### src/rtl/pulse_sound_channel.sv
// Single-voice pulse tone generator: 8-step waveform, width+1 high steps,
// amplitude volume << AMP_SHIFT, registered signed sample.
module pulse_sound_channel #(
  parameter int AMP_SHIFT = 16
) (
  input  logic        clk,
  input  logic        reset,
  input  logic [15:0] period,
  input  logic [4:0]  volume,
  input  logic [2:0]  width,
  output logic [23:0] sample
);

  logic [15:0] cnt_q,    cnt_d;
  logic [2:0]  step_q,   step_d;
  logic [23:0] sample_q, sample_d;
  logic [23:0] amp;
  logic        high;

  always_ff @(posedge clk) begin
    if (reset) begin
      cnt_q    <= '0;
      step_q   <= '0;
      sample_q <= '0;
    end else begin
      cnt_q    <= cnt_d;
      step_q   <= step_d;
      sample_q <= sample_d;
    end
  end

  // >= rather than == so lowering period below the running count wraps at once
  always_comb begin
    cnt_d  = cnt_q;
    step_d = step_q;
    if (period != 16'd0) begin
      if (cnt_q >= period - 16'd1) begin
        cnt_d  = '0;
        step_d = step_q + 3'd1;
      end else begin
        cnt_d  = cnt_q + 16'd1;
      end
    end
  end

  always_comb begin
    amp      = {19'd0, volume} << AMP_SHIFT;
    high     = (step_q <= width);
    sample_d = high ? amp : (24'd0 - amp);
  end

  assign sample = sample_q;

endmodule

### config.mk
export PLATFORM = sky130hd
export DESIGN_NAME = pulse_sound_channel
export DESIGN_NICKNAME = d
export VERILOG_FILES = /design/src/rtl/pulse_sound_channel.sv
export SDC_FILE = /design/constraint.sdc
export NUM_CORES = 1
export LEC_CHECK = 0
export ABC_AREA = 1
export CAP_MARGIN = 20
export CELL_PAD_IN_SITES_DETAIL_PLACEMENT = 1
export CELL_PAD_IN_SITES_GLOBAL_PLACEMENT = 2
export CORE_UTILIZATION = 24
export CTS_BUF_LIST = sky130_fd_sc_hd__clkbuf_4 sky130_fd_sc_hd__clkbuf_8 sky130_fd_sc_hd__clkbuf_16
export DETAILED_ROUTE_END_ITERATION = 12
export MAX_ROUTING_LAYER = met4
export PLACE_DENSITY_LB_ADDON = 0.08
export SLEW_MARGIN = 5
export SYNTH_ARGS = -nofsm -noshare
export SYNTH_HDL_FRONTEND = slang
export SYNTH_SLANG_ARGS = --single-unit
### constraint.sdc
create_clock -name clk -period 2.6 [get_ports clk]
set_clock_uncertainty 0.05 [all_clocks]
set_input_delay 0.52 -clock clk [delete_from_list [all_inputs] [get_ports clk]]
set_output_delay 0.52 -clock clk [all_outputs]
set_load 0.05 [all_outputs]
==> flow_summary.yaml <==
timing:
  setup_viol: 0
  fin_tns_setup_ns: 0
  slew_violations: 0
  whs_ns: 0.474
  hold_viol_final: 0
  fin_crit_sh_pct: 94.3
  slew_headroom_pct: 58.2
  min_period_ns: 2.45
  max_freq_ghz: 0.408
  tightest_slew_ns: 0.624
synth:
  synthFlopType: "dfxtp_1"
  ys_types: 28
  synth_top_area_share_pct: 22.9
  avgSynthCellArea_um2: 6.68
  yosysWarnings: 0
  synth_area_leaders: "dfxtp_1 23%, ha_1 13%, nand2_1 11%"
  synth-edff-count: 0
  ys_async_sr_fraction_pct: 0
  synth_seq_cells: 25
  synthTopCellsByCount: "63 x nand2_1, 47 x inv_1, 46 x nor2_1"
  yosysSeqAreaShare_pct: 22.9
  synthCells: 327
  syn_area_um2: 2180
  synth.most_common_cell: "nand2_1"
  yosysTopAreaCell: "dfxtp_1"
detailed_routing:
  drc: 0
  drt-total-wl_um: 5970
  ant_nets: 0
  num_vias: 2180
  firstDrtPassIters: 4
  routedWlPerCell_um: 11.7
  drtIter0Drc: 49
  avgViaCountPerCell: 4.29
setup_path:
  cp-start-kind: "input port"
  path_cells: "dlygate4sd2_1 > buf_4 > nor2_1 > nand2_1 > nor2_2 > nand2_1 > xor2_1 > ha_1 > a21oi_1 > o21ai_1 > nor2_2 > nand2_4 > nand2_8 > nand3_2 > nor2_1"
  crit_type: "in -> reg"
  worst_path_max_delay_cell: "ha_1"
  cp.arrival_ns: 2.62
  cp_num_buf_inv: 2
  cp-end-kind: "flop"
  worstPathRequired_ns: 2.77
  slowest_delay_ns: 0.31
  path_delay_family: "simple AND/OR/NAND/NOR gates"
  cp_max_fo: 7
place:
  port_buffers: 33
  hpwlAfterDp_um: 4780
  place.gp.congestion: 0.690
  dp_cells: 496
global_routing:
  antenna_found_initial: 0
  grt_pass1_vias: 2110
  grt_pass1_wl_um: 9570
  grt_max_degree: 15
  grt_use_total_pct: 12.9
  grt.overflow.total: 0
floorplanning:
  std_cell_rows: 34
  core_um2: 8760
  initial_core_util_pct: 24.9
  fp.dieArea_um2: 9490
  die_w_um: 97.4
  die_y_um: 97.4
  io_pins: 50
flow_run:
  drv_cap: 0
cts:
  cts_htree_levels: 1
  numCtsBuffers: 3
  clock_path_buffers: 2
  clock_sinks: 25
  cts_root_buf: "clkbuf_8"
  cts_tree: "yes"
  clkTransAtPathRegs_ns: 0.09
  clk_latency_ns: 0.27
cells_and_area:
  final_cells: 508
  syn2layout_area_growth_pct: 43.2
  diodes: 0
  drive_above_1_share_pct: 27.3
  fillers: 1113
  fin_nets: 450
pwr:
  ir_worst_vdd_uv: 168
  powerDensity_nw_per_um2: 296
  leakage_uw: 0.00152
min_path:
  hp-class: "reg -> reg"
status:
  outcome: "finished clean"
[through the flow]
stage	total power, uW	cell area (um^2)	setup slack (ns)	utilization, %
2_1_floorplan	584	2240	0.0373	-
3_3_place_gp	675	2820	-0.762	32.1
3_5_place_dp	676	2820	-0.795	32.1
4_1_cts	929	2970	0.00241	33.9
5_1_grt	984	3130	-0.00437	35.7
6_report	926	3130	0.149	35.7
[final timing paths]
check,startpoint,end,slack (ns),cells past startpoint
worst min register to register,cnt_q[0]$_SDFFE_PP0P_,cnt_q[0]$_SDFFE_PP0P_,0.47,2
worst max-delay path,period[12],cnt_q[15]$_SDFFE_PP0P_,0.15,15
worst max register to register,cnt_q[5]$_SDFFE_PP0P_,cnt_q[15]$_SDFFE_PP0P_,0.85,12
worst min-delay path,cnt_q[0]$_SDFFE_PP0P_,cnt_q[0]$_SDFFE_PP0P_,0.47,2
[power breakdown]
group          total [uW]  internal, uW  switching [uW]
registers             399           392            7.01
logic                 291           111             180
clock network         236           107             129
total                 926           611             315
[logic make-up after synthesis]
logic type,after synthesis,share of synthesized area (%)
simple gates,159,32.9
buf+inv,72,15.8
flops,25,22.9
compound gates,24,5.78
xor+xnor,23,9.22
fa+ha+maj,23,13.2
other cells,1,0.172
[cell usage in the layout (no fill, tap or decap), types with 14 or more instances in the layout]
cell type	count
buf_4	35
a21oi_1	14
inv_1	43
nand2_1	60
nor2_1	30
ha_1	20
conb_1	16
xor2_1	19
dfxtp_1	25
clkdlybuf4s50_1	19
[metal layers]
layer	vias up	global-route usage [%]	share of wire, %
li1	1149	-	-
met1	993	15.6	46
met2	33	22.9	50
met3	5	0.863	2.7
met4	0	4.07	1.2
met5	-	-	0
[state kept, by name, indices dropped and copies added (netlist names)]
name / cells
cnt_q: 16
sample: 6
step_q: 3
[worst register-to-register path: cells and delay by family (launching register included)]
family        cells  cell delay, ns
simple gates     10            0.88
buf+inv           1            0.03
flops             1            0.43
fa+ha+maj         1            0.28
[timing repair]
action,in CTS,in global routing
cloned,1,0
resized for setup,37,60
hold endpoints to repair,0,0
setup endpoints to repair,19,19
pin swaps,30,36
hold buffers,0,0
setup buffers,6,3
[cell type report]
cell class	instances	area [um^2]	share of cell area [%]
Multi-Input combinational cell	246	1640	52.5
Timing Repair Buffer	72	603	19.3
Inverter	53	201	6.44
Clock buffer	3	41.3	1.32
Tap cell	108	135	4.32
Sequential cell	25	500	16.0
Clock inverter	1	5.00	0.160
(Power assumes the default switching activity.)
==> edit, RTL diff (config.mk and constraints unchanged) <==
Reset style: asynchronous (`reset`), changed in one clocked block.
--- a/src/rtl/pulse_sound_channel.sv
+++ b/src/rtl/pulse_sound_channel.sv
@@ -17,7 +17,7 @@
   logic [23:0] amp;
   logic        high;
 
-  always_ff @(posedge clk) begin
+  always_ff @(posedge clk or posedge reset) begin
     if (reset) begin
       cnt_q    <= '0;
       step_q   <= '0;
Formal check against the unedited RTL: differs if reset is asserted again (counterexample within 4 cycles, from zero or initial values and one cycle with reset high); with reset held inactive, the same outputs for 10 cycles.
==> edit against the unedited design <==
  * Sequential cell count is the same
  * Routed wire length up 14%
  * Setup slack lost 0.037 ns
  * Final area grew 8.6%
  * Via count rose by 4.1%
  * Largest cell class unchanged
  * Area after synthesis rose by 8.8%
Power is not compared: it rests on default switching activity, and its combinational part moved more than twofold at a synthesized area within 25%.
==> edit: results (changes against the unedited design) <==
OUTCOME='completed'  # unchanged
CRITICAL-PATH-MAX-STAGE-DELAY_NS=0.47  # was 0.31 ns
YS_DOMINANT_REG_CELL='dfrtp_1'  # was dfxtp_1
SEQ-CELL-SHARE_PCT=18.4  # was 16.0%
SYNTH.YOSYS.SEQ_AREA_SHARE_PCT=26.3  # was 22.9%
HIGHEST_NET_FANOUT_ALONG_THE_WORST_PATH=6  # was 7
CP.ARRIVAL_NS=2.66  # was 2.62 ns
CTS_RESIZED=36  # was 37
HOLD_SP='step_q[1]$_DFFE_PP0P_'  # was cnt_q[0]$_SDFFE_PP0P_
PLACEABLECOREAREA_SQ_UM=9420  # was 8760 sq um
YS_ASYNC_SR_FRACTION_PCT=100  # was 0%
MULTI_INPUT_AREA_SHARE_PCT=51.6  # was 52.5%
NUMBER_OF_SETUP_BUFFERS_ADDED_AFTER_CTS=2  # was 6
DETAILEDPLACEMENTHPWL_UM=5530  # was 4780 um
SYNTHTOPCELLSBYAREA='dfrtp_1 (26%), nand2_1 (14%), ha_1 (12%), xor2_1 (7.4%), inv_1 (6.8%)'  # was dfxtp_1 (23%), ha_1 (13%), nand2_1 (11%), inv_1 (8.1%), nor2_1 (7.9%)
SYNTH_COMMON_CELLS='nand2_1 (90), inv_1 (43), nor2_1 (35), dfrtp_1 (25), ha_1 (23)'  # was nand2_1 (63), inv_1 (47), nor2_1 (46), dfxtp_1 (25), ha_1 (23)
DETAILEDROUTE.FIRSTITERATIONVIOLATIONS=47  # was 49
GLOBALROUTEMET1UTIL_PCT=18.2  # was 15.6%
YOSYS.CELL_TYPES.COUNT=29  # was 28
DR_WL_MET2_UM=3310  # was 2960 um
CTS.CLK_SLEW.WORST_PATHS_NS=0.11  # was 0.09 ns
NMULTIINPUTCOMBCELLS=256  # was 246
USE_MET3_PCT=1.17  # was 0.863%
DR_TOTAL_VIAS=2270  # was 2180
POST-PLACE-WS_NS=-0.576  # was -0.795 ns
SIGNAL_BUFFER_AREA_FRACTION_PCT=18.2  # was 19.3%
INV_COUNT=46  # was 53
CLKCELLAREAFRAC_PCT=1.47  # was 1.48%
SYNTH_COMPOUND_AREA_SHARE_PCT=4.11  # was 5.78%
ROUTED_LEN_INST_UM=12.8  # was 11.7 um
SYNTH-ADDER-AREA-SHARE_PCT=12.1  # was 13.2%
## edit: kinds of logic after synthesis
group / after synthesis
flops: 25
compound gates: 17
xor+xnor: 26
buf+inv: 65
fa+ha+maj: 23
simple gates: 174
other cells: 1
## edit: critical path, delay by kind of cell
kind	cells	cell delay, ns
AOI/OAI and AO/OA	4	0.54
and+or+nand+nor	4	0.44
buffers and inverters	3	0.71
xor gates and xnor gates	1	0.17
adders and majority gates	1	0.28
## edit: final timing paths
| check | endpoint | slack [ns] |
|---|---|---|
| setup / recovery | cnt_q[1]$_DFFE_PP0P_ | 0.11 |
| hold reg to reg | step_q[1]$_DFFE_PP0P_ | 0.49 |
| hold / removal | step_q[1]$_DFFE_PP0P_ | 0.49 |
| max in group asynchronous | cnt_q[11]$_DFFE_PP0P_ | 1.69 |
| min in group asynchronous | sample[22]$_DFF_PP0_ | 0.54 |
| setup reg to reg | cnt_q[1]$_DFFE_PP0P_ | 0.77 |
